`config.mk`:
```
export PLATFORM = sky130hd
export DESIGN_NAME = uart_tx_arbiter
export DESIGN_NICKNAME = d
export VERILOG_FILES = /design/src/rtl/uart_tx_arbiter.sv
export SDC_FILE = /design/constraint.sdc
export NUM_CORES = 1
export LEC_CHECK = 0
export BUFFER_PORTS_ARGS = -buffer_cell sky130_fd_sc_hd__buf_2
export CAP_MARGIN = 20
export CORE_AREA = 2 2 64 66
export DETAILED_ROUTE_END_ITERATION = 7
export DIE_AREA = 0 0 66 68
export PLACE_DENSITY = 0.84
export SLEW_MARGIN = 20
export SYNTH_ARGS = -nofsm -noshare
export SYNTH_HDL_FRONTEND = slang
export SYNTH_SLANG_ARGS = --single-unit
```
`constraint.sdc`:
```
create_clock -name clk -period 2.02 [get_ports clk]
set_clock_uncertainty 0.2 [all_clocks]
set_input_delay 0.404 -clock clk [delete_from_list [all_inputs] [get_ports clk]]
set_output_delay 0.404 -clock clk [all_outputs]
set_load 0.01 [all_outputs]
```
`src/rtl/uart_tx_arbiter.sv`:
```
// Round-robin arbiter with packet locking that shares one UART transmit channel among NUM_REQ producers.
// Optional per-requester byte counters are enabled by defining UART_ARB_STATS_EN.
module uart_tx_arbiter #(
  parameter int unsigned NUM_REQ      = 2,
  parameter int unsigned MAX_BURST    = 16,
  parameter int unsigned IDLE_TIMEOUT = 64,
  parameter int unsigned CNT_WIDTH    = 32
) (
  input  logic                       clk,
  input  logic                       rst_n,
  input  logic [8*NUM_REQ-1:0]       req_data,
  input  logic [NUM_REQ-1:0]         req_valid,
  input  logic [NUM_REQ-1:0]         req_last,
  output logic [NUM_REQ-1:0]         req_ready,
  output logic [7:0]                 uart_data,
  output logic                       uart_valid,
  input  logic                       uart_ready,
  output logic [NUM_REQ-1:0]         grant,
  output logic                       busy,
  input  logic [$clog2(NUM_REQ)-1:0] stat_sel,
  input  logic                       stat_clr,
  output logic [CNT_WIDTH-1:0]       stat_count
);

  localparam int unsigned IDXW       = $clog2(NUM_REQ);
  localparam logic [7:0]  BURST_LAST = 8'(MAX_BURST - 1);
  localparam logic [7:0]  IDLE_LAST  = 8'(IDLE_TIMEOUT - 1);

  typedef enum logic {S_IDLE, S_GRANT} state_t;

  state_t              state_q, state_d;
  logic [NUM_REQ-1:0]  grant_q, grant_d;
  logic [IDXW-1:0]     gidx_q, gidx_d;
  logic [IDXW-1:0]     rr_q, rr_d;
  logic [7:0]          burst_q, burst_d;
  logic [7:0]          idle_q, idle_d;

  logic                pick_found;
  logic [IDXW-1:0]     pick_idx;
  logic                own_valid, own_last;
  logic [7:0]          own_data;
  logic                xfer, release_now;

  // Round-robin search starting just after the last owner, wrapping around.
  always_comb begin
    pick_found = 1'b0;
    pick_idx   = '0;
    for (int unsigned k = 1; k <= NUM_REQ; k++) begin
      int unsigned     cand;
      logic [IDXW-1:0] cand_idx;
      cand     = (32'(rr_q) + k) % NUM_REQ;
      cand_idx = cand[IDXW-1:0];
      if (!pick_found && req_valid[cand_idx]) begin
        pick_found = 1'b1;
        pick_idx   = cand_idx;
      end
    end
  end

  always_comb begin
    own_valid = 1'b0;
    own_last  = 1'b0;
    own_data  = '0;
    for (int unsigned i = 0; i < NUM_REQ; i++) begin
      if (gidx_q == IDXW'(i)) begin
        own_valid = req_valid[i];
        own_last  = req_last[i];
        own_data  = req_data[8*i +: 8];
      end
    end
  end

  assign busy        = (state_q == S_GRANT);
  assign grant       = grant_q;
  assign xfer        = busy && own_valid && uart_ready;
  assign release_now = (xfer && (own_last || burst_q == BURST_LAST)) ||
                       (busy && !own_valid && idle_q == IDLE_LAST);

  always_comb begin
    uart_data  = '0;
    uart_valid = 1'b0;
    req_ready  = '0;
    if (busy) begin
      uart_data  = own_data;
      uart_valid = own_valid;
      req_ready  = grant_q & {NUM_REQ{uart_ready}};
    end
  end

  always_comb begin
    state_d = state_q;
    grant_d = grant_q;
    gidx_d  = gidx_q;
    rr_d    = rr_q;
    burst_d = burst_q;
    idle_d  = idle_q;
    case (state_q)
      S_IDLE: begin
        if (pick_found) begin
          state_d           = S_GRANT;
          grant_d           = '0;
          grant_d[pick_idx] = 1'b1;
          gidx_d            = pick_idx;
          burst_d           = '0;
          idle_d            = '0;
        end
      end
      S_GRANT: begin
        if (xfer) begin
          burst_d = burst_q + 8'd1;
          idle_d  = '0;
        end else if (!own_valid) begin
          idle_d = idle_q + 8'd1;
        end
        // Last and burst cap on the same byte fold into this single release.
        if (release_now) begin
          state_d = S_IDLE;
          grant_d = '0;
          rr_d    = gidx_q;
        end
      end
      default: state_d = S_IDLE;
    endcase
  end

  always_ff @(posedge clk or negedge rst_n) begin
    if (!rst_n) begin
      state_q <= S_IDLE;
      grant_q <= '0;
      gidx_q  <= '0;
      rr_q    <= IDXW'(NUM_REQ - 1);
      burst_q <= '0;
      idle_q  <= '0;
    end else begin
      state_q <= state_d;
      grant_q <= grant_d;
      gidx_q  <= gidx_d;
      rr_q    <= rr_d;
      burst_q <= burst_d;
      idle_q  <= idle_d;
    end
  end

`ifdef UART_ARB_STATS_EN
  logic [CNT_WIDTH-1:0] cnt_q [NUM_REQ];
  logic [CNT_WIDTH-1:0] cnt_d [NUM_REQ];

  always_comb begin
    for (int unsigned i = 0; i < NUM_REQ; i++) begin
      cnt_d[i] = cnt_q[i];
      if (stat_clr)
        cnt_d[i] = '0;
      else if (xfer && gidx_q == IDXW'(i))
        cnt_d[i] = cnt_q[i] + 1'b1;
    end
  end

  always_ff @(posedge clk or negedge rst_n) begin
    if (!rst_n) begin
      for (int unsigned i = 0; i < NUM_REQ; i++) cnt_q[i] <= '0;
    end else begin
      for (int unsigned i = 0; i < NUM_REQ; i++) cnt_q[i] <= cnt_d[i];
    end
  end

  // Selects beyond NUM_REQ match no entry and read zero.
  always_comb begin
    stat_count = '0;
    for (int unsigned i = 0; i < NUM_REQ; i++) begin
      if (stat_sel == IDXW'(i)) stat_count = cnt_q[i];
    end
  end
`else
  logic unused_stat;
  assign unused_stat = ^{stat_sel, stat_clr};
  assign stat_count  = '0;
`endif

endmodule
```
==> flow_summary.toml <==
[outcome]
status = "finished clean"

[logic_synthesis]
synthTopCellsByArea = "dfrtp_1, buf_4, mux2i_1"
synth.cell_area_mm2 = 0.00152
synth_xor_xnor_area_share_pct = 1.15
ys_ff_latch = 21
yosysTopAreaCellShare_pct = 33.0
synth-seq-area-share_pct = 34.7
synth_top_cell_by_area = "dfrtp_1"
avgSynthCellArea_um2 = 8.67
syn_inst = 175
synth-adder-area-share_pct = 1.65
synthMuxAreaShare_pct = 9.65
synth_top_family_by_area = "buffers and inverters"
ys_warn_count = 0
yosys.area_share.simple_pct = 18.2
synth_compound_area_share_pct = 15.0
synth_cell_types = 34

[clock_network]
cts_tree = "built"
clk_pin_slew_ns = 0.08
numCtsBuffers = 3
clk_path_buf_depth = 2
clockRootBuffer = "clkbuf_8"
worst_skew_pair.late_latency_ns = 0.27
cts_sinks = 21
htreeDepth = 1

[layout]
seqCellArea_um2 = 527
mostFrequentLayoutCells = "buf_2, conb_1, dfrtp_1"
postLayoutCoreUtil_pct = 48.1
layout.nets = 259
layout-drive-gt1-share_pct = 30.7
fin_cells = 281
multi_input_area_um2 = 828
syn_to_final_growth_pct = 22.1
fill_cells = 367
antenna_cells = 0
final_common_cell = "buf_2"

[worst_setup_path]
worstPathMaxFanout = 3
path_class = "flip-flop to output pin"
crit_chain = "buf_6 > mux2i_4 > buf_4 > nor2_2 > buf_2"
r2r-end = "grant[0]$_DFFE_PN0P_"
cp.required_ns = 1.42
arrival_ns = 1.36
endpoint_kind = "output pin"
reg2reg_from = "burst_q[5]$_DFFE_PN0P_"
cpLargestDelayFamily = "buffers and inverters"
rrSetupSlack_ns = 0.11
critPathLaunchType = "flip-flop"
critPathBufInv = 3
slowest_delay_ns = 0.41
cp_slowest_cell = "dfrtp_1"
r2r_cells = 4

[die]
fp.dieH_um = 68
initial_core_util_pct = 39.4
die_w_um = 66
pin_count = 71
core_area_mm2 = 0.00386
die-area_mm2 = 0.00449
row_count = 23

[global_routing]
gr-total-overflow = 0
grt_antenna_before_repair = 0
grt_usage_pct = 15.5
grt_pass1_vias = 1240
grt_max_degree = 23
grt_pass1_wl_mm = 5.31

[detailed_routing]
vias_per_cell = 4.85
drt.antenna.violating_nets = 0
routedWlPerCell_um = 12.0
wl_mm = 3.37
first_iter_violations = 67
drc_errors = 0
first_pass_iters = 4
dr_total_vias = 1364

[hold_path]
hold-path-cell-count = 1
hold_path_class = "flip-flop to flip-flop"
min_from = "idle_q[2]$_DFFE_PN0P_"
min_to = "idle_q[2]$_DFFE_PN0P_"

[timing]
setup-tns-final_ns = 0
fmax_mhz = 508
rsz0062_at_grt = "no"
fin_crit_sh_pct = 97.4
setup_viol = 0
hold_violations = 0
period_minus_slack_ns = 1.97
slew_viol_final = 0

[power_and_ir_drop]
ir_drop_uv = 567
power_density_mw_per_mm2 = 957
power_leakage_uw = 0.000949

[placed_design]
portBuffers = 36
place_congestion = 0.810
dp_cells = 272
hpwl_mm = 2.43

[job]
maxCapViolCount = 0
## routing by layer
layer | GRT usage, % | vias to the layer above | part of all wire [%]
met5 | 0 | - | 0
met1 | 18.0 | 635 | 41
li1 | - | 668 | -
met3 | 2.47 | 5 | 6.6
met2 | 27.1 | 56 | 50
met4 | 9.18 | 0 | 2.1
## how the worst max path moves through the flow
stage                      startpoint                   end  slack (ns)  depth (start not counted)
6_report           gidx_q$_DFFE_PN0P_            uart_valid        0.05                          5
5_1_grt            gidx_q$_DFFE_PN0P_            uart_valid       0.001                          5
4_1_cts                busy$_DFF_PN0_          uart_data[4]        0.02                          4
3_5_place_dp             req_valid[0]      rr_q$_DFFE_PN1P_        0.06                          6
3_3_place_gp   burst_q[5]$_DFFE_PN0P_  grant[0]$_DFFE_PN0P_        0.07                          4
2_1_floorplan  burst_q[5]$_DFFE_PN0P_  grant[0]$_DFFE_PN0P_        0.11                          4
## cell usage after synthesis, drive strengths merged
cell	number
or4	3
inv	6
nor2	15
o21ai	13
and3	7
a211oi	2
a311o	1
nand2	10
nor3b	2
xnor2	2
a21oi	10
conb	1
ha	2
nor4b	1
clkbuf	4
o21ba	1
mux2	2
a32o	1
dfrtp	20
or3	5
o31ai	2
a22oi	1
a221oi	1
nor3	1
dfstp	1
a31o	2
nand3	10
a31oi	3
mux2i	12
buf	34
## metrics by stage
| stage | worst slack, ns | hold WS [ns] | power, uW | area, um^2 |
|---|---|---|---|---|
| final | 0.0527 | 0.315 | 1770 | 1850 |
| after global routing | 0.00145 | 0.341 | 1900 | 1850 |
| after CTS | 0.0170 | 0.316 | 1740 | 1830 |
| after detailed placement | 0.0577 | 0.190 | 1420 | 1740 |
| after global placement | 0.0722 | 0.189 | 1400 | 1740 |
| after floorplan | 0.108 | -0.0916 | 1180 | 1630 |
## cells by family (layout without fill, tap and decap cells)
group / Yosys count / after routing
buffers and inverters: 44 / 69
other: 1 / 32
and+or+nand+nor: 54 / 54
adders and majority gates: 2 / 2
AOI/OAI and AO/OA: 37 / 37
muxes: 14 / 14
DFF: 21 / 21
xor gates and xnor gates: 2 / 2
## final cells by class
type                    instances  share of cell area [%]
inverters                       6                    1.42
well taps                      50                    3.38
repair inverters                1                   0.405
flip-flops and latches         21                    28.4
clock inverters                 1                   0.270
clock buffers                   3                    2.23
repair buffers                 58                    19.2
multi-input cells             141                    44.7
## what timing repair did
action | 4_1_cts | 5_1_grt
endpoints found under the hold margin | 20 | 0
hold buffers | 1 | 0
setup buffers | 3 | 0
cloned | 0 | 1
resized for setup | 2 | 6
endpoints found under the setup margin | 9 | 11
## registers in the layout, summed over array words and instances (netlist names)
name and flops:
burst_q 8, busy 1, gidx_q 1, grant 2, idle_q 8, rr_q 1
## worst reg2reg max path: cells and delay by family, from the launching register on
| kind | cells | cell delay (ns) |
|---|---|---|
| AOI/OAI and AO/OA | 3 | 0.68 |
| and+or+nand+nor | 1 | 0.54 |
| DFF | 1 | 0.38 |
## power breakdown
group,switching [uW],internal (uW)
Sequential,93.8,528
Combinational,452,415
Clock,147,138
(Power assumes the default switching activity.)
